===== config.mk =====
export PLATFORM = sky130hd
export DESIGN_NAME = cpu_trace_uart
export DESIGN_NICKNAME = d
export VERILOG_FILES = /design/src/rtl/cpu_trace_uart.sv
export SDC_FILE = /design/constraint.sdc
export NUM_CORES = 1
export LEC_CHECK = 0
export CAP_MARGIN = 40
export CORE_AREA = 10 10 138 127
export DETAILED_ROUTE_END_ITERATION = 8
export DIE_AREA = 0 0 148 137
export PLACE_DENSITY_LB_ADDON = 0.2
export SLEW_MARGIN = 20
export SYNTH_ARGS = -nofsm -noshare
export SYNTH_HDL_FRONTEND = slang
export SYNTH_SLANG_ARGS = --single-unit

===== constraint.sdc =====
create_clock -name i_CLK -period 3.92 [get_ports i_CLK]
set_input_delay 0.588 -clock i_CLK [delete_from_list [all_inputs] [get_ports i_CLK]]
set_output_delay 0.588 -clock i_CLK [all_outputs]
set_load 0.005 [all_outputs]

===== src/rtl/cpu_trace_uart.sv =====
// cpu_trace_uart
// Snapshots the CPU-visible state on each accepted capture strobe. It then sends
// that snapshot as one 14-character ASCII line, "PP IIII F RR\r\n", over an
// 8N1 UART.
//
// Ports:
//   i_CLK      system clock, rising edge
//   i_RST      synchronous active-high reset
//   i_Valid    one-cycle capture strobe
//   i_PC       program counter (8)
//   i_INSTR    current instruction (16)
//   i_Z/i_S/i_C/i_OF  ALU flags
//   i_Result   result register (8)
//   o_TXD      UART serial line, idle high (registered)
//   o_Busy     high while a line is in flight (registered)
//   o_Overrun  sticky: a strobe arrived while busy; cleared only by reset
module cpu_trace_uart #(
  parameter int CLKS_PER_BIT = 434
) (
  input  logic        i_CLK,
  input  logic        i_RST,
  input  logic        i_Valid,
  input  logic [7:0]  i_PC,
  input  logic [15:0] i_INSTR,
  input  logic        i_Z,
  input  logic        i_S,
  input  logic        i_C,
  input  logic        i_OF,
  input  logic [7:0]  i_Result,
  output logic        o_TXD,
  output logic        o_Busy,
  output logic        o_Overrun
);

  typedef enum logic [1:0] {
    S_IDLE  = 2'd0,
    S_START = 2'd1,
    S_DATA  = 2'd2,
    S_STOP  = 2'd3
  } state_t;

  localparam logic [15:0] RELOAD   = 16'(CLKS_PER_BIT - 1);
  localparam logic [3:0]  LAST_CHR = 4'd13;

  // Uppercase ASCII hex digit for one nibble.
  function automatic logic [7:0] hex_char(input logic [3:0] n);
    if (n < 4'd10) hex_char = 8'h30 + {4'h0, n};
    else           hex_char = 8'h37 + {4'h0, n};
  endfunction

  state_t      r_state;
  logic [15:0] r_cnt;
  logic [2:0]  r_bit;
  logic [3:0]  r_chr;
  logic [7:0]  r_pc;
  logic [15:0] r_instr;
  logic [3:0]  r_flags;
  logic [7:0]  r_res;
  logic        r_txd;
  logic        r_busy;
  logic        r_ovr;

  state_t      w_state_nxt;
  logic [15:0] w_cnt_nxt;
  logic [2:0]  w_bit_nxt;
  logic [3:0]  w_chr_nxt;
  logic        w_txd_nxt;
  logic [7:0]  w_byte;
  logic        w_accept;

  assign w_accept  = i_Valid & ~r_busy;
  assign o_TXD     = r_txd;
  assign o_Busy    = r_busy;
  assign o_Overrun = r_ovr;

  // Character mux. It is indexed by the next character index, so the TXD
  // register loads the right bit on the edge that enters DATA. The snapshot
  // is always settled by then, because at least one START bit of two or
  // more cycles comes first.
  always_comb begin
    w_byte = 8'h0A;
    case (w_chr_nxt)
      4'd0:    w_byte = hex_char(r_pc[7:4]);
      4'd1:    w_byte = hex_char(r_pc[3:0]);
      4'd2:    w_byte = 8'h20;
      4'd3:    w_byte = hex_char(r_instr[15:12]);
      4'd4:    w_byte = hex_char(r_instr[11:8]);
      4'd5:    w_byte = hex_char(r_instr[7:4]);
      4'd6:    w_byte = hex_char(r_instr[3:0]);
      4'd7:    w_byte = 8'h20;
      4'd8:    w_byte = hex_char(r_flags);
      4'd9:    w_byte = 8'h20;
      4'd10:   w_byte = hex_char(r_res[7:4]);
      4'd11:   w_byte = hex_char(r_res[3:0]);
      4'd12:   w_byte = 8'h0D;
      4'd13:   w_byte = 8'h0A;
      default: w_byte = 8'h0A;
    endcase
  end

  // Next-state logic, bit-period counter and next serial-line value.
  always_comb begin
    w_state_nxt = r_state;
    w_cnt_nxt   = r_cnt;
    w_bit_nxt   = r_bit;
    w_chr_nxt   = r_chr;
    case (r_state)
      S_IDLE: begin
        if (w_accept) begin
          w_state_nxt = S_START;
          w_cnt_nxt   = RELOAD;
          w_bit_nxt   = 3'd0;
          w_chr_nxt   = 4'd0;
        end else begin
          w_state_nxt = S_IDLE;
        end
      end
      S_START: begin
        if (r_cnt == 16'd0) begin
          w_state_nxt = S_DATA;
          w_cnt_nxt   = RELOAD;
          w_bit_nxt   = 3'd0;
        end else begin
          w_cnt_nxt = r_cnt - 16'd1;
        end
      end
      S_DATA: begin
        if (r_cnt == 16'd0) begin
          w_cnt_nxt = RELOAD;
          if (r_bit == 3'd7) w_state_nxt = S_STOP;
          else               w_bit_nxt   = r_bit + 3'd1;
        end else begin
          w_cnt_nxt = r_cnt - 16'd1;
        end
      end
      S_STOP: begin
        if (r_cnt == 16'd0) begin
          if (r_chr < LAST_CHR) begin
            w_chr_nxt   = r_chr + 4'd1;
            w_state_nxt = S_START;
            w_cnt_nxt   = RELOAD;
          end else begin
            w_state_nxt = S_IDLE;
          end
        end else begin
          w_cnt_nxt = r_cnt - 16'd1;
        end
      end
      default: w_state_nxt = S_IDLE;
    endcase

    case (w_state_nxt)
      S_START: w_txd_nxt = 1'b0;
      S_DATA:  w_txd_nxt = w_byte[w_bit_nxt];
      default: w_txd_nxt = 1'b1;
    endcase
  end

  // State, snapshot and registered outputs. Reset takes priority over a strobe.
  always_ff @(posedge i_CLK) begin
    if (i_RST) begin
      r_state <= S_IDLE;
      r_cnt   <= 16'd0;
      r_bit   <= 3'd0;
      r_chr   <= 4'd0;
      r_pc    <= 8'd0;
      r_instr <= 16'd0;
      r_flags <= 4'd0;
      r_res   <= 8'd0;
      r_txd   <= 1'b1;
      r_busy  <= 1'b0;
      r_ovr   <= 1'b0;
    end else begin
      r_state <= w_state_nxt;
      r_cnt   <= w_cnt_nxt;
      r_bit   <= w_bit_nxt;
      r_chr   <= w_chr_nxt;
      r_txd   <= w_txd_nxt;
      r_busy  <= (w_state_nxt != S_IDLE);
      r_ovr   <= r_ovr | (i_Valid & r_busy);
      if (w_accept) begin
        r_pc    <= i_PC;
        r_instr <= i_INSTR;
        r_flags <= {i_Z, i_S, i_C, i_OF};
        r_res   <= i_Result;
      end
    end
  end

endmodule


## Word level (Yosys, flattened, before mapping)

Index checks and enable logic that the tools add are counted.

| operators by class | value |
|---|---|
| add/sub/neg operators | 21 |
| order comparisons | 11 |
| equality and inequality tests | 20 |
| mux-type cells | 34 |
| bitwise gates (word level) | 4 |
| reduce and logical (&&, ||, !) cells | 7 |

Operators with widths:

| cell | number |
|---|---|
| 6-bit by 4-bit adder with 7-bit output, first input constant | 18 |
| 8-bit one-hot mux with 11 select lines | 1 |
| 16-bit 2-to-1 mux | 4 |
| 7-bit 2-to-1 mux | 9 |
| 16-bit one-hot mux with 3 select lines | 1 |
| 4-bit < comparator, second input constant | 10 |
| 4-bit equality test, second input constant | 5 |
| 4-bit by 3-bit equality test with 1-bit output, second input constant | 4 |
| 16-bit zero test | 1 |
| 16-bit by 1-bit subtractor with 16-bit output, second input constant | 1 |
| 3-bit 2-to-1 mux | 4 |
| 4-bit 2-to-1 mux | 3 |
| 3-bit one-hot mux with 3 select lines | 1 |
| 4-bit by 2-bit equality test with 1-bit output, second input constant | 2 |
| 2-bit 2-to-1 mux | 4 |
| 2-bit one-hot mux with 4 select lines | 1 |
| 4-bit one-hot mux with 2 select lines | 1 |
| 2-bit equality test, second input constant | 3 |
| 4-bit by 1-bit adder with 4-bit output, second input constant | 1 |
| 2-bit by 1-bit equality test with 1-bit output, second input constant | 2 |
| 4-bit by 1-bit equality test with 1-bit output, second input constant | 1 |
| 4-bit zero test | 1 |
| 3-bit by 4-bit < comparator with 1-bit output, second input constant | 1 |
| 3-bit by 1-bit adder with 3-bit output, second input constant | 1 |
| 14 further kinds | 17 |

| storage, ports and cells | value |
|---|---|
| flip-flop bits (word level) | 64 |
| input port bits | 39 |
| output and inout port bits | 3 |

## Logic depth before layout (Yosys ltp)

Gate-level depths: netlist of run 1.

| logic depth | value |
|---|---|
| depth in word-level cells | 10 |
| mapped depth | 14 |
| gate-level depth less buffers | 11 |

## Least setup slack after synthesis of run 1

Ideal clock, no wire load.

| timing path | value |
|---|---|
| path kind | register to register |
| from | reg r_state[0] |
| to | reg r_txd, in the netlist o_TXD |
| setup time | 0.116 ns |
| data arrival time | 2.884 ns |
| required time | 3.804 ns |
| slack | 0.919 ns |
| stages on the path, launching flop included | 12 |
| buffers on the path | 1 |
| cell sequence | dfxtp_1 -> inv_1 -> ha_1 -> clkbuf_1 -> a211oi_1 -> a211oi_1 -> a21oi_2 -> nor2_1 -> a21oi_1 -> nand4_1 -> or4b_1 -> a41o_1 |

| on the way | value |
|---|---|
| cells in the longest elaborated chain, start to end | 8 |
| elaborated cells between the ends (all ways) | 31 |
| those cells by class | eq/ne: 17; mux: 11; reduce/logical: 3 |

Ends and longest elaborated chain:

| element | RTL line | source |
|---|---|---|
| start, declared | 51 | `state_t r_state;` |
| start signal, assigned | 174 | `r_state <= w_state_nxt;` |
| 2-bit equality test / 2-bit zero test (equally long branches) | 107 | `case (r_state)` |
| 4-bit one-hot mux with 2 select lines | 107 |  |
| 4-bit equality test (tied with other cells) | 82 | `case (w_chr_nxt)` |
| 3-bit OR reduction (no source line) | n/a |  |
| 8-bit one-hot mux with 11 select lines | 82 |  |
| 1-bit binary-select mux with 3-bit select | 154 | `S_DATA: w_txd_nxt = w_byte[w_bit_nxt];` |
| 1-bit 2-to-1 mux (implied by the code) | 154 |  |
| 1-bit one-hot mux with 2 select lines * | 152 | `case (w_state_nxt)` |
| end signal, assigned | 178 | `r_txd <= w_txd_nxt;` |
| end, declared | 59 | `logic r_txd;` |

Every way passes the cells marked *; elsewhere a longest branch is shown, timed or not. The select of a mux whose other input is x is not followed.
A chain may end at the register's enable or synchronous reset.

## Worst setup path after layout of run 1

| timing path | value |
|---|---|
| from | reg r_chr[0] |
| to | reg r_txd, in the netlist o_TXD |

| on the way | value |
|---|---|
| cells in the longest elaborated chain, start to end | 10 |
| elaborated cells between the ends (all ways) | 29 |
| those cells by class | add/sub: 1; order compare: 1; eq/ne: 14; mux: 11; reduce/logical: 2 |

Ends and longest elaborated chain:

| element | RTL line | source |
|---|---|---|
| start, declared | 54 | `logic [3:0] r_chr;` |
| start signal, assigned | 177 | `r_chr <= w_chr_nxt;` |
| 4-bit by 1-bit adder with 4-bit output / 4-bit < comparator (equally long branches) | 139, 138 |  |
| 4-bit 2-to-1 mux | 138 | `if (r_chr < LAST_CHR) begin` |
| 4-bit 2-to-1 mux | 137 | `if (r_cnt == 16'd0) begin` |
| 4-bit one-hot mux with 2 select lines | 107 |  |
| 4-bit equality test (tied with other cells) | 82 |  |
| 3-bit OR reduction (no source line) | n/a |  |
| 8-bit one-hot mux with 11 select lines | 82 |  |
| 1-bit binary-select mux with 3-bit select | 154 |  |
| 1-bit 2-to-1 mux (implied by the code) | 154 |  |
| 1-bit one-hot mux with 2 select lines * | 152 |  |

Marked as above.

==> reports/results.txt, run 1 <==
Entering global routing, the biggest net connects 37 pins. For the total standard cell area after synthesis, the log shows 4300 sq um. Net switching power figure: 612 uW. The congestion estimate from routability-driven global placement came to 0.882. The startpoint identified for the worst hold timing path is r_pc[4].

In the synthesized netlist the dominant register cell turns out to be dfxtp_1. The worst hold path was traced through 2 stages. The number of placed instances, taps included, is 808. In the final timing run, aggregate negative setup slack is 0 ns.

Internal power comes to 1400 uW. For the global-route met2 utilization, the log shows 0.205. After clock tree synthesis, the setup repair step added 0 buffers. At the later pin of the worst-skew pair, clock insertion delay measures 0.34 ns.

The logs give 2 for the number of buffers between clock root and the deepest sink and 638 for the net count after synthesis. 0 antenna diodes ended up in the layout. The element type at the critical path end was a flip-flop. The largest stage delay on the critical path came out at 0.51 ns.

The total area inside the core boundary comes to 14600 sq um. The share of synthesized area spent on multiplexers came out at 0.0166. Counting flops with a built-in enable in the synthesized netlist gives 0. The worst path buffer plus inverter count is 1, and the layout overhead on the synthesized area is 22.4%.

Along the worst path, the maximum fanout reaches 7. The number of cells on the worst reg-to-reg path is 11. The clock drives 64 sinks.

Share of total power in the clock network: 0.410. 42 I/O pins were placed. The worst relative slew slack was 0.560; the sequential share of the synthesized area was 0.298.

In this run the number of H-tree levels came out at 3. The sequential power share was 0.380; the effective utilization at floorplan was 0.295. Detailed placement ended at an HPWL of 11.0 mm. The first global-routing pass estimated 22.5 mm of wire. TritonCTS built the clock tree. The initial antenna violation count was 0. The number of instances in the synthesized netlist came out at 580.

The switching share of power was 0.304. The type of origin of the critical path was a flip-flop. Hold timing on the final database bottoms out at a slack of 0.458 ns.

The run gives 2010 uW as the overall power after layout. The period utilization came out at 0.890. The reg-to-reg critical path endpoint was o_TXD. The tools report the number of maximum-capacitance constraint violations as 0.

The overall routed net length is 13.8 mm, and the clock period minus worst slack is 3.49 ns. Family with the most delay on the worst path: compound AO/OA/AOI/OAI gates. Global routing finished with a remaining overflow of 0. The largest total area in the synthesized netlist belongs to dfxtp_1.

The met1 track demand over resource was 0.199; the number of nets with antenna violations after detailed routing was 0. CTS placed an instance of clkbuf_16 at the clock tree root. Before CTS, the worst setup slack after placement is 0.221 ns. The main combinational cell family by area after synthesis is simple AND/OR/NAND/NOR gates. The adder-cell share of the synthesized area came out at 0.0552. Setup violations remaining at the end of the flow were counted as 0. The number of global-route vias before repair is 4064. The area share of xor/xnor cells in the synthesized design is 0.0448, and the total via count in the routed design is 4261. The reported leakage power is 0.00192 uW. The flop-to-flop setup slack was 0.43 ns; the highest clock rate was 287 MHz.

The overall track demand over capacity in global routing is 0.141, and the number of remaining DRC errors is 0. The clock arrives with 0.00804 ns of skew. The clock input transition at the sequential cells of the worst setup and hold paths is 0.06 ns, and the horizontal die dimension is 148 microns. The fraction of layout cells with a size suffix above 1 was 0.0847.

The number of gates resized after CTS was 0. The compound-gate portion of the synthesized area was 0.247; the portion of total power attributed to combinational logic was 0.211. The worst-case setup margin in the final layout was 0.432 ns; the quantity of I/O buffers inserted on ports was 41.

TritonCTS created 9 clock buffers. The top-area cell type share of the netlist area was 0.298. The number of hold violations in the final report was 0; the total count of max-transition violations in the final report was 0. The number of synthesis warnings came out at 0.

Dividing the detail-routed wire length by the instance count gives 16.8 microns. The die covers 20300 sq um. The cell that appears most often on the critical path is a211oi_1. The critical path in this run is classified as flip-flop to flip-flop. The worst min-delay path category was flip-flop to flip-flop. Sorting the synthesized cells by area gives the leading types as dfxtp_1 (30%), nand2_1 (9.2%), a21oi_1 (8.1%). The detailed router finished its first iteration with 318 violations.

The master of the slowest instance on the critical path was a211oi_1. The number of vias per cell after detailed routing works out to 5.17. For hold timing, the worst endpoint is r_pc[4]. Setup repair after global routing left no endpoint under its margin. In this run the number of cells on the critical path is 11. The synthesized design contains 64 register bits.

Across the VDD grid, the largest voltage drop is 0.185 mV. Power spread over the standard cell area amounts to 382 nW/um^2. The die is 137 microns tall. The async set-or-reset flop fraction in the synthesized netlist is 0. The first detailed-routing pass took 5 iterations. The critical path goes through inv_1, ha_1, and3b_1, a211oi_1, a211oi_1, o21ai_1, a21oi_1, a211oi_1, a311o_1, a2111oi_2, a41o_1.

For this run, the number of standard cells in the final layout without fillers is 824. Dividing the synthesized area by the synthesized cell count gives 7.42 sq um. The number of nets at the end of the flow is 679, and the critical path required time is 4.21 ns.

The layer flagged by global routing as most heavily used is met2. The transition time at the pin with the least slew margin works out to 0.655 ns. The logs give 3.77 ns for the signal arrival time at the worst endpoint and 70 for the number of distinct library cells after synthesis. The worst register-to-register path begins at r_chr[0]. In this run the core area contains 42 standard-cell rows.

The flow ran to the end, and the final reports show no timing, DRC or antenna violations. The hold-fix buffer count after cts is 0, and the post-synthesis share of cell area spent on and, or, nand and nor gates is 0.277. The met3 track utilization from global routing was 0.0284.
[cell usage after synthesis (6+ instances only)]
| cell | count |
|---|---|
| clkbuf_1 | 18 |
| inv_1 | 35 |
| mux2i_1 | 6 |
| nor2_1 | 43 |
| xnor2_1 | 18 |
| a21oi_1 | 70 |
| a31oi_1 | 8 |
| a211oi_1 | 9 |
| nor4_1 | 6 |
| nand2_1 | 106 |
| dfxtp_1 | 64 |
| ha_1 | 19 |
| o21ai_0 | 19 |
| nor2b_1 | 9 |
| nor3_1 | 18 |
| nand3_1 | 16 |
| nand4_1 | 8 |
[stage by stage]
stage | cell area, sq um | utilization
after floorplan | 4300 | -
after global placement | 4940 | 0.338
after detailed placement | 4960 | 0.339
after CTS | 5270 | 0.360
after global routing | 5270 | 0.360
final | 5270 | 0.360
[placed cells by master (no fill, tap or decap), types with 6 or more instances in the layout]
cell type        instances
nand4_1                  8
buf_4                   15
nand2_1                106
xnor2_1                 18
nor2b_1                  8
clkbuf_16                9
inv_1                   35
a31oi_1                  8
ha_1                    19
nor2_1                  43
a21oi_1                 70
nor4_1                   6
a211oi_1                 9
nor3_1                  18
nand3_1                 16
clkdlybuf4s50_1         40
dfxtp_1                 64
o21ai_0                 19
mux2i_1                  6
[power groups by stage]
| stage | registers [uW] | clock network [uW] | logic, uW |
|---|---|---|---|
| 4_1_cts | 763 | 843 | 429 |
| 2_1_floorplan | 761 | 0 | 289 |
| 3_5_place_dp | 777 | 0 | 426 |
| 5_1_grt | 773 | 878 | 479 |
| 6_report | 764 | 823 | 423 |
| 3_3_place_gp | 774 | 0 | 419 |
[per-layer routing]
layer  wire [microns]  part of all wire  up-vias
met4              242             0.018        0
met5                0                 0        -
met3              734             0.053       21
met2             5670              0.41      116
met1             7170              0.52     1974
li1                 -                 -     2150
[layout make-up]
class / count / area, sq um
multi-input cells: 454 / 2760
flip-flops and latches: 64 / 1280
fillers: 1615 / 9340
inverters: 35 / 131
clock buffers: 10 / 239
repair buffers: 57 / 538
clock inverters: 6 / 68.8
well taps: 198 / 248
[flip-flops by register name, summed over array words and instances, names as in the netlist]
register / count
o_Busy: 1
o_Overrun: 1
o_TXD: 1
r_bit: 3
r_chr: 4
r_cnt: 16
r_flags: 4
r_instr: 16
r_pc: 8
r_res: 8
r_state: 2
[worst max-delay path by stage]
stage                     slack, ns  endpoint  startpoint
after global placement         0.24     o_TXD     i_Valid
after floorplan                0.92     o_TXD  r_state[0]
final                          0.43     o_TXD    r_chr[0]
after detailed placement       0.22     o_TXD     i_Valid
after global routing           0.16     o_TXD    r_chr[0]
after CTS                      0.42     o_TXD    r_cnt[0]
[tightest hold or removal path: stages (launching register included)]
cell and delay, ns:
dfxtp_1 0.31, nand2_1 0.05, a21oi_1 0.05
[cell families after synthesis]
kind of cell / count (synthesis)
AO/OA/AOI/OAI: 162
XOR/XNOR: 22
adder cells (fa/ha/maj): 19
buffers and inverters: 62
flip-flops: 64
multiplexers: 7
AND/OR/NAND/NOR: 244
(Power assumes the default switching activity.)
==> run 2, diff against run 1 <==
--- a/config.mk
+++ b/config.mk
@@ -5,6 +5,7 @@
 export SDC_FILE = /design/constraint.sdc
 export NUM_CORES = 1
 export LEC_CHECK = 0
+export ABC_CLOCK_PERIOD_IN_PS = 3920
 export CAP_MARGIN = 40
 export CORE_AREA = 10 10 138 127
 export DETAILED_ROUTE_END_ITERATION = 8
==> results of run 2 <==
Final layout, timing and power as in run 1 (identical DEF).
==> run 3, diff against run 2 <==
--- a/config.mk
+++ b/config.mk
@@ -5,11 +5,12 @@
 export SDC_FILE = /design/constraint.sdc
 export NUM_CORES = 1
 export LEC_CHECK = 0
-export ABC_CLOCK_PERIOD_IN_PS = 3920
+export ABC_CLOCK_PERIOD_IN_PS = 4300
 export CAP_MARGIN = 40
 export CORE_AREA = 10 10 138 127
 export DETAILED_ROUTE_END_ITERATION = 8
 export DIE_AREA = 0 0 148 137
+export HOLD_SLACK_MARGIN = 0.1
 export PLACE_DENSITY_LB_ADDON = 0.2
 export SLEW_MARGIN = 20
 export SYNTH_ARGS = -nofsm -noshare
==> constraint.sdc (replaced) <==
create_clock -name i_CLK -period 4.3 [get_ports i_CLK]
set_input_delay 0.645 -clock i_CLK [delete_from_list [all_inputs] [get_ports i_CLK]]
set_output_delay 0.645 -clock i_CLK [all_outputs]
set_load 0.005 [all_outputs]
==> run 3 against run 2 <==
Largest power group unchanged. Register-to-register slack improved by 0.39 ns. Critical path type is now primary input to flip-flop. Utilization is 0.38 points lower. Critical endpoint unchanged. Die area is the same.
==> reports/results.txt, run 3 (synthesized netlist as in run 1, its figures left out) <==
The run finished with clean final reports. The tools report the amount of wire on met2 after detailed routing as 5.69 mm (+0.32%). The clock input transition at the sequential cells of the worst setup and hold paths came out at 0.05 ns (about the same). The run gives 0 (unchanged) as the number of hold violations in the final report.

The largest registers in the layout are r_cnt (16), r_instr (16). The run gives 20300 sq um (unchanged) as the die footprint. The largest stage delay on the critical path came out at 0.44 ns (-0.07 ns). The number of antenna cells inserted came out at 0 (unchanged). The horizontal die dimension was 148 microns (unchanged); the number of global-route vias before repair was 3995 (-1.7%). The worst hold path belongs to the class flip-flop to flip-flop. The worst relative slew slack was 0.520 (-0.0406).

The tools report the area of all placed cells without fillers as 5210 sq um (-1.0%). The number of maximum-capacitance constraint violations is 0 (unchanged), and the cell row count is 42 (unchanged). The global-route wire length before repair was 21.7 mm (-3.6%); the die extent in y was 137 microns (unchanged). The tools report the initial detailed-routing violation count as 273 (-14%). The CTS sink count came out at 64 (unchanged). For the iteration count of the initial detailed-routing pass, the log shows 5 (unchanged).

The number of buffers created by CTS was 9 (unchanged); the number of cells on the worst hold path was 2 (unchanged). The run gives 801 (-0.87%) as the cell count after placement. The tools report the number of nets at the end of the flow as 672 (-1.0%). The tools report the initial antenna violation count as 0 (unchanged). The run gives 42 (unchanged) as the top-level port count. The depth of the worst register-to-register path was 10 (-1).

The startpoint identified for the worst register-to-register timing path is r_state[0]. Among all stages on the critical path, the largest delay is contributed by clkdlybuf4s50_1. The transition time at the pin with the least slew margin is 0.713 ns (+0.0578 ns).

The cell area power density was 347 nW/um^2 (-9.1%); the total length of routed met3 wires was 760 microns (+3.5%). The fraction of layout cells with a size suffix above 1 came out at 0.0727 (-0.0120). Type of origin of the critical path: a primary input. The logs give 0.137 (-0.00390) for the overall track demand over capacity in global routing and 1280 sq um (unchanged) for the flip-flop and latch area. The logs give 2 (unchanged) for the number of buffers between clock root and the deepest sink and 2760 sq um (unchanged) for the total area of multi-input combinational cells. The signal arrival time at the worst endpoint is 3.77 ns (about the same). The path type of the worst setup path is primary input to flip-flop. The top routing layer in use is met4. The sum of negative setup slack is 0 ns (unchanged). The number of vias per cell after detailed routing works out to 5.15 (-0.45%). The non-filler instance count after layout was 817 (-0.85%); the largest net degree at the start of global routing was 40 (+8.1%). The tools report the final weighted congestion of routability-driven global placement as 0.879 (-0.25%). Final hold slack: 0.456 ns (-0.00284 ns).

The buffer count from post-CTS setup fixing is 0 (unchanged), and the overall routed net length is 13.7 mm (-1.2%). The flop-to-flop setup slack is 0.82 ns (+0.39 ns), and the maximum VDD drop is 0.184 mV (-0.68%). In this run the most critical hold path is launched from r_instr[0].

TritonCTS built the clock tree. The worst hold path terminates at r_instr[0]. The cell repeated most along the worst path was a211oi_1. In the layout the commonest cells are nand2_1 (106), a21oi_1 (70), dfxtp_1 (64), nor2_1 (43), clkdlybuf4s50_1 (40).

STA classifies the critical path endpoint as a flip-flop. The logs give 0.00189 uW (-1.8%) for the reported leakage power and 4.58 ns (+0.37 ns) for the critical path required time. For the hold-fix buffer count after cts, the log shows 0 (unchanged). For the effective utilization at floorplan, the log shows 0.295 (unchanged).

Setup repair after global routing left no endpoint under its margin. The tools report the share of the core filled with cells as 0.357 (-0.00377). The logs give 0 (unchanged) for the number of nets with antenna violations after detailed routing and 14600 sq um (unchanged) for the placeable core region. Walking the worst path, the cells encountered are clkdlybuf4s50_1, nand2b_1, buf_4, a211oi_1, a211oi_1, o21ai_1, a21oi_1, a211oi_1, a311o_1, a2111oi_2, a41o_1. The reg-to-reg critical path endpoint is o_TXD.

The count of final setup violators is 0 (unchanged), and the quantity of I/O buffers inserted on ports is 41 (unchanged). The total via count in the routed design came out at 4206 (-1.3%). The tools report the total count of max-transition violations in the final report as 0 (unchanged).

The detailed-route wire length per cell came out at 16.7 microns (-0.34%). The library cell used most frequently in the layout, excluding fill and tap cells, is nand2_1. The tools report the filler cell count in the final layout as 1585 (-1.9%).

The clock root buffer master was clkbuf_16. Timing would allow up to 287 MHz. The number of remaining DRC errors was 0 (unchanged). Clock insertion delay at the later pin of the skew report: 0.34 ns (about the same).

The tools report the number of gates given a new drive strength after cts as 0 (unchanged). The met1 routed wirelength after detailed routing is 7.02 mm (-2.1%), and the total overflow reported by the global router is 0 (unchanged). The tools report the final clock skew as 0.00395 ns (-0.00408 ns). The largest fanout on the critical path came out at 39 (+32).

The final HPWL from detailed placement was 10.5 mm (-3.8%); the placed standard-cell area was 4910 sq um (-0.91%). The period utilization came out at 0.811. The area growth from synthesis to layout is 21.1%.

For the finished layout, the period the worst path requires is 3.49 ns. The number of H-tree levels is 3 (unchanged).
==> run 3: cell count changes in the layout (fill, tap and decap cells not counted), sizes merged <==
cell    before  now
buf         17   10
clkinv       4    3
inv         35   36
==> run 3: area by class of cell <==
type | instances | share of cell area
tap | 198 | 0.0475
clock inverter | 6 | 0.0132
timing repair buffer | 50 | 0.0946
clock buffer | 10 | 0.0439
sequential | 64 | 0.246
multi-input combinational | 454 | 0.530
inverter | 35 | 0.0252
==> run 3: stage by stage <==
step,setup slack (ns),total power [uW]
floorplan,1.30,957
global placement,0.497,1080
detailed placement,0.502,1080
CTS,0.856,1830
global route,0.517,1900
finish,0.814,1810
==> run 3: worst max-delay path by stage <==
stage	slack, ns	start	depth (start not counted)	to
finish	0.81	i_Valid	11	o_TXD
CTS	0.86	i_Valid	11	o_TXD
detailed placement	0.50	i_Valid	11	o_TXD
floorplan	1.30	r_state[0]	11	o_TXD
global route	0.52	r_cnt[0]	10	o_TXD
global placement	0.50	i_Valid	11	o_TXD
==> run 3: worst max-delay path: cells and delay by family <==
| kind | cells | cell delay [ns] |
|---|---|---|
| AOI/OAI and AO/OA | 8 | 2.16 |
| buffers and inverters | 2 | 0.82 |
| and+or+nand+nor | 1 | 0.14 |
==> run 3: routing by layer <==
layer	GRT usage	up-vias
li1	-	2131
met1	0.195	1975
met2	0.194	87
met3	0.0310	13
met4	0.0512	0
met5	0	-
==> run 3: power by group <==
group | internal [uW] | switching, uW | total (uW)
Combinational | 162 | 217 | 379
Sequential | 640 | 54.4 | 694
Clock | 451 | 284 | 736
